===== config.mk =====
export PLATFORM = sky130hd
export DESIGN_NAME = seq_divider32
export DESIGN_NICKNAME = d
export VERILOG_FILES = /design/src/rtl/div_pkg.sv /design/src/rtl/div_step.sv /design/src/rtl/seq_divider32.sv
export SDC_FILE = /design/constraint.sdc
export NUM_CORES = 1
export LEC_CHECK = 0
export ABC_AREA = 1
export CAP_MARGIN = 20
export CELL_PAD_IN_SITES_DETAIL_PLACEMENT = 1
export CELL_PAD_IN_SITES_GLOBAL_PLACEMENT = 1
export CORE_MARGIN = 3
export CORE_UTILIZATION = 37
export DETAILED_ROUTE_END_ITERATION = 10
export HOLD_SLACK_MARGIN = 0.03
export PLACE_DENSITY_LB_ADDON = 0.1
export SKIP_CTS_REPAIR_TIMING = 1
export SYNTH_ARGS = -nofsm -noshare
export SYNTH_HDL_FRONTEND = slang
export SYNTH_SLANG_ARGS = --single-unit

===== constraint.sdc =====
create_clock -name clk -period 4.6 [get_ports clk]
set_input_delay 0.46 -clock clk [delete_from_list [all_inputs] [get_ports clk]]
set_output_delay 0.46 -clock clk [all_outputs]
set_load 0.05 [all_outputs]

===== src/rtl/div_pkg.sv =====
// Shared definitions for the sequential 32-bit divider: FSM state encoding,
// datapath widths, the divide-by-zero quotient and a conditional-negate helper.
package div_pkg;

  typedef enum logic [1:0] {
    IDLE = 2'd0,
    CALC = 2'd1,
    DONE = 2'd2
  } div_state_e;

  localparam int DIV_WIDTH  = 32;
  localparam int ITER_CNT_W = 5;

  localparam logic [DIV_WIDTH-1:0] DIV0_QUOTIENT = 32'hFFFFFFFF;

  // Two's-complement negate when neg is set, pass-through otherwise.
  function automatic logic [DIV_WIDTH-1:0] cond_negate(input logic [DIV_WIDTH-1:0] v,
                                                       input logic neg);
    return neg ? (~v + DIV_WIDTH'(1)) : v;
  endfunction

endpackage


===== src/rtl/div_step.sv =====
// One restoring-division iteration: shift the next dividend bit into the
// partial remainder, trial-subtract the divisor over 33 bits, and keep the
// difference only when it did not go negative.
module div_step
  import div_pkg::*;
(
  input  logic [DIV_WIDTH-1:0] rem_i,
  input  logic                 dividend_bit_i,
  input  logic [DIV_WIDTH-1:0] divisor_i,
  output logic [DIV_WIDTH-1:0] rem_o,
  output logic                 q_bit_o
);

  logic [DIV_WIDTH:0] shifted;
  logic [DIV_WIDTH:0] trial;

  // Trial subtract; the borrow bit decides the quotient bit and whether to restore.
  always_comb begin
    shifted = {rem_i, dividend_bit_i};
    trial   = shifted - {1'b0, divisor_i};
    q_bit_o = ~trial[DIV_WIDTH];
    rem_o   = q_bit_o ? trial[DIV_WIDTH-1:0] : shifted[DIV_WIDTH-1:0];
  end

endmodule


===== src/rtl/seq_divider32.sv =====
// Sequential 32-bit divider, one quotient bit per cycle (MSB first).
// A nonzero-divisor operation spends 32 cycles in CALC and pulses done in the
// following DONE cycle; a zero divisor goes straight to DONE.
// Optional signed division is enabled by defining SEQ_DIVIDER32_SIGNED_EN;
// without it the sgn input is ignored and every divide is unsigned.
import div_pkg::*;

module seq_divider32 (
  input  logic                 clk,
  input  logic                 rst,
  input  logic                 start,
  input  logic [DIV_WIDTH-1:0] dividend,
  input  logic [DIV_WIDTH-1:0] divisor,
  input  logic                 sgn,
  output logic                 busy,
  output logic                 done,
  output logic [DIV_WIDTH-1:0] quotient,
  output logic [DIV_WIDTH-1:0] remainder,
  output logic                 div_by_zero
);

  div_state_e state_q, state_d;

  logic [ITER_CNT_W-1:0] cnt_q, cnt_d;
  logic [DIV_WIDTH-1:0]  rem_q, rem_d;
  logic [DIV_WIDTH-1:0]  quo_q, quo_d;
  logic [DIV_WIDTH-1:0]  dvsr_q, dvsr_d;
  logic                  neg_quo_q, neg_quo_d;
  logic                  neg_rem_q, neg_rem_d;

  logic [DIV_WIDTH-1:0]  quotient_q, quotient_d;
  logic [DIV_WIDTH-1:0]  remainder_q, remainder_d;
  logic                  div_by_zero_q, div_by_zero_d;

  logic [DIV_WIDTH-1:0]  step_rem;
  logic                  step_bit;
  logic [DIV_WIDTH-1:0]  quo_final;
  logic                  eff_sgn;

`ifdef SEQ_DIVIDER32_SIGNED_EN
  assign eff_sgn = sgn;
`else
  logic unused_sgn;
  assign eff_sgn    = 1'b0;
  assign unused_sgn = sgn;
`endif

  div_step u_div_step (
    .rem_i          (rem_q),
    .dividend_bit_i (quo_q[DIV_WIDTH-1]),
    .divisor_i      (dvsr_q),
    .rem_o          (step_rem),
    .q_bit_o        (step_bit)
  );

  // State register, working registers and result registers.
  always_ff @(posedge clk or posedge rst) begin
    if (rst) begin
      state_q       <= IDLE;
      cnt_q         <= '0;
      rem_q         <= '0;
      quo_q         <= '0;
      dvsr_q        <= '0;
      neg_quo_q     <= 1'b0;
      neg_rem_q     <= 1'b0;
      quotient_q    <= '0;
      remainder_q   <= '0;
      div_by_zero_q <= 1'b0;
    end else begin
      state_q       <= state_d;
      cnt_q         <= cnt_d;
      rem_q         <= rem_d;
      quo_q         <= quo_d;
      dvsr_q        <= dvsr_d;
      neg_quo_q     <= neg_quo_d;
      neg_rem_q     <= neg_rem_d;
      quotient_q    <= quotient_d;
      remainder_q   <= remainder_d;
      div_by_zero_q <= div_by_zero_d;
    end
  end

  // Next-state logic: accept in IDLE, iterate in CALC, publish result on entry to DONE.
  always_comb begin
    state_d       = state_q;
    cnt_d         = cnt_q;
    rem_d         = rem_q;
    quo_d         = quo_q;
    dvsr_d        = dvsr_q;
    neg_quo_d     = neg_quo_q;
    neg_rem_d     = neg_rem_q;
    quotient_d    = quotient_q;
    remainder_d   = remainder_q;
    div_by_zero_d = div_by_zero_q;
    quo_final     = {quo_q[DIV_WIDTH-2:0], step_bit};

    case (state_q)
      IDLE: begin
        if (start) begin
          if (divisor == '0) begin
            state_d       = DONE;
            quotient_d    = DIV0_QUOTIENT;
            remainder_d   = dividend;
            div_by_zero_d = 1'b1;
          end else begin
            state_d       = CALC;
            cnt_d         = '0;
            rem_d         = '0;
            quo_d         = cond_negate(dividend, eff_sgn & dividend[DIV_WIDTH-1]);
            dvsr_d        = cond_negate(divisor, eff_sgn & divisor[DIV_WIDTH-1]);
            neg_quo_d     = eff_sgn & (dividend[DIV_WIDTH-1] ^ divisor[DIV_WIDTH-1]);
            neg_rem_d     = eff_sgn & dividend[DIV_WIDTH-1];
            div_by_zero_d = 1'b0;
          end
        end
      end
      CALC: begin
        rem_d = step_rem;
        quo_d = quo_final;
        cnt_d = cnt_q + ITER_CNT_W'(1);
        if (cnt_q == ITER_CNT_W'(DIV_WIDTH - 1)) begin
          state_d     = DONE;
          quotient_d  = cond_negate(quo_final, neg_quo_q);
          remainder_d = cond_negate(step_rem, neg_rem_q);
        end
      end
      DONE: begin
        state_d = IDLE;
      end
      default: begin
        state_d = IDLE;
      end
    endcase
  end

  assign busy        = (state_q == CALC);
  assign done        = (state_q == DONE);
  assign quotient    = quotient_q;
  assign remainder   = remainder_q;
  assign div_by_zero = div_by_zero_q;

endmodule


==> results.sh <==
export IMPL_path_cells="inv_1, nor2_4, buf_4, clkdlybuf4s50_1"
export IMPL_final_nets=1689
export IMPL_insertion_delay_ns=0.44
export IMPL_rows=61
export IMPL_critical_path_arrival_ns=2.53
export IMPL_slowest_stage="clkdlybuf4s50_1"
export IMPL_fmax_ghz=0.334
export IMPL_cts_buffers=17
export IMPL_cp_end_kind="output port"
export IMPL_synth_top_area_share_pct=38.9
export IMPL_clockBufferDepth=2
export IMPL_cts_root_buf="clkbuf_16"
export IMPL_synth_area_leader_cell="dfrtp_1"
export IMPL_grt_pass1_wl_um=52400
export IMPL_routed_wl_um=32300
export IMPL_syn_to_final_growth_pct=20.0
export IMPL_final_setup_viol_count=0
export IMPL_die_y_um=177
export IMPL_relSlewSlack_pct=42.4
export IMPL_hpwl_um=25000
export IMPL_place_gp_congestion=0.859
export IMPL_synthCells=1478
export IMPL_firstDrtPassIters=5
export IMPL_hold_class="primary input to async pin"
export IMPL_synth_most_common_cell="nand2_1"
export IMPL_cp_max_fo=52
export IMPL_wire_per_inst_um=16.3
export IMPL_htreeDepth=4
export IMPL_ys_flop_type="dfrtp_1"
export IMPL_hold_viol=0
export IMPL_period_needed_ns=2.99
export IMPL_vdd_drop_max_v=0.000318
export IMPL_ios=135
export IMPL_grt_max_degree=144
export IMPL_postRouteAntennaNets=0
export IMPL_drv_slew=0
export IMPL_synthTopCellsByCount="424 x nand2_1, 271 x inv_1, 168 x dfrtp_1"
export IMPL_route_detailed_drc=0
export IMPL_dieArea_mm2=0.0313
export IMPL_synth_seq_area_share_pct=38.9
export IMPL_postSynthAreaPerCell_um2=7.31
export IMPL_finalCritPeriodShare_pct=65.0
export IMPL_synth_area_leaders="dfrtp_1 39%, nand2_1 15%, inv_1 9.4%"
export IMPL_setup_tns_ns=0
export IMPL_grt_usage_pct=21.3
export IMPL_tightest_slew_ns=0.864
export IMPL_path_class="register to output port"
export IMPL_power_leakage_nw=6.68
export IMPL_holdWs_ns=0.419
export IMPL_worst_setup_path_start_kind="register"
export IMPL_dieWidth_um=177
export IMPL_ys_warn_count=0
export IMPL_synthesis_area_mm2=0.0108
export IMPL_synth_nets=1581
export IMPL_slowest_delay_ns=0.93
export IMPL_antenna_found_initial=0
export IMPL_ys_seq_elements=168
export IMPL_required_ns=4.14
export IMPL_power_density_mw_per_mm2=855
export IMPL_max_cap_violations=0
export IMPL_rsz0062_at_grt="no"
export IMPL_critPathBufInv=3
export IMPL_port_buffers=133
export IMPL_clk_pin_slew_ns=0.08
export IMPL_grt_pass1_vias=9602
export IMPL_drt_iter0_drc=537
export IMPL_cts_tree="built"
export IMPL_critPathTopFamily="buffers and inverters"
export IMPL_clock_sinks=168
export IMPL_async_flop_share_pct=100
export IMPL_initial_core_util_pct=38.2
export IMPL_clock_skew_final_ns=0.0170
export IMPL_via_count=9511
export IMPL_grt_overflow_total=0
export IMPL_status="finished clean"
export IMPL_drive_gt1_share_pct=11.8
export IMPL_synth_cell_types=43
export IMPL_synth_edf_count=0
export IMPL_core_area_mm2=0.0283
export IMPL_via_per_inst=4.81
export IMPL_diodes=0
-- stage by stage --
stage / util, % / instances / instance area (µm²) / setup WS (ns) / power, mW
2_1_floorplan: - / 1478 / 10800 / 2.00 / 7.84
3_3_place_gp: 43.7 / 1944 / 12400 / 1.25 / 9.53
3_5_place_dp: 43.7 / 1944 / 12400 / 1.19 / 9.71
4_1_cts: 45.7 / 1976 / 12900 / 1.58 / 11.2
5_1_grt: 45.8 / 1977 / 13000 / 1.45 / 12.1
6_report: 45.8 / 1977 / 13000 / 1.61 / 11.1
-- final timing paths --
kind                                    startpoint                   endpoint  slack (ns)  cells after the start
hold / removal                                 rst       quo_q[4]$_DFFE_PP0P_        0.42                      2
min in group clk           div_by_zero$_DFFE_PP0P_    div_by_zero$_DFFE_PP0P_        0.51                      2
setup reg to reg             quo_q[31]$_DFFE_PP0P_  remainder[22]$_DFFE_PP0P_        1.79                     18
setup / recovery            state_q[0]$_DFFE_PP0P_                       busy        1.61                      4
max in group asynchronous                      rst     dvsr_q[28]$_DFFE_PP0P_        2.98                      3
hold reg to reg            div_by_zero$_DFFE_PP0P_    div_by_zero$_DFFE_PP0P_        0.51                      2
-- state kept, by name (all words and copies together) (netlist names) --
name and cells:
cnt_q 5, state_q 2, dvsr_q 32, rem_q 32, remainder 32, quo_q 32
div_by_zero 1, quotient 32
-- final cells by class --
cell class,instances,area [µm²]
clock inverter,14,156
clock buffer,18,429
fill,3554,15300
tap,378,473
sequential,168,4200
timing repair buffer,142,1440
inverter,280,1050
multi-input combinational,977,5210
-- routing by layer --
layer | vias to the layer above | GRT usage (%) | routed length [µm]
met5 | - | 0 | 0
met4 | 0 | 3.63 | 222
met3 | 19 | 2.66 | 1040
met2 | 157 | 33.1 | 14300
met1 | 4533 | 32.2 | 16700
li1 | 4802 | - | -
-- power by group --
part           leakage, nW  switching (mW)  internal [mW]
Clock                0.282           0.707          0.727
Sequential            2.00           0.338           2.13
Combinational         4.40            4.98           2.21
-- cells in the final DEF, fill, tap and decap left out, types with 4 or more instances in the layout --
cell type | Yosys | routed
nand2_1 | 424 | 424
inv_1 | 271 | 269
dfrtp_1 | 168 | 168
clkdlybuf4s50_1 | 0 | 133
nor2_1 | 117 | 115
nand3_2 | 86 | 86
nand3_1 | 68 | 68
o21ai_0 | 67 | 67
ha_1 | 34 | 34
a31oi_1 | 33 | 33
or2_2 | 30 | 30
o21ai_1 | 29 | 29
a21oi_1 | 18 | 18
clkbuf_16 | 0 | 17
xor2_1 | 15 | 15
inv_2 | 9 | 10
nand4_1 | 8 | 8
buf_4 | 6 | 6
nor2_2 | 5 | 5
inv_8 | 0 | 5
clkinv_4 | 0 | 5
nor3_1 | 4 | 4
or2_1 | 4 | 4
nor4_1 | 4 | 4
nand2_2 | 4 | 4
nand2_4 | 4 | 4
-- cell families after synthesis --
kind of cell / synth area share (%)
xor gates and xnor gates: 1.30
AOI/OAI and AO/OA: 8.07
adders and majority gates: 4.12
and+or+nand+nor: 34.6
buffers and inverters: 13.0
DFF: 38.9
No activity file was read; power rests on OpenSTA's default activity.
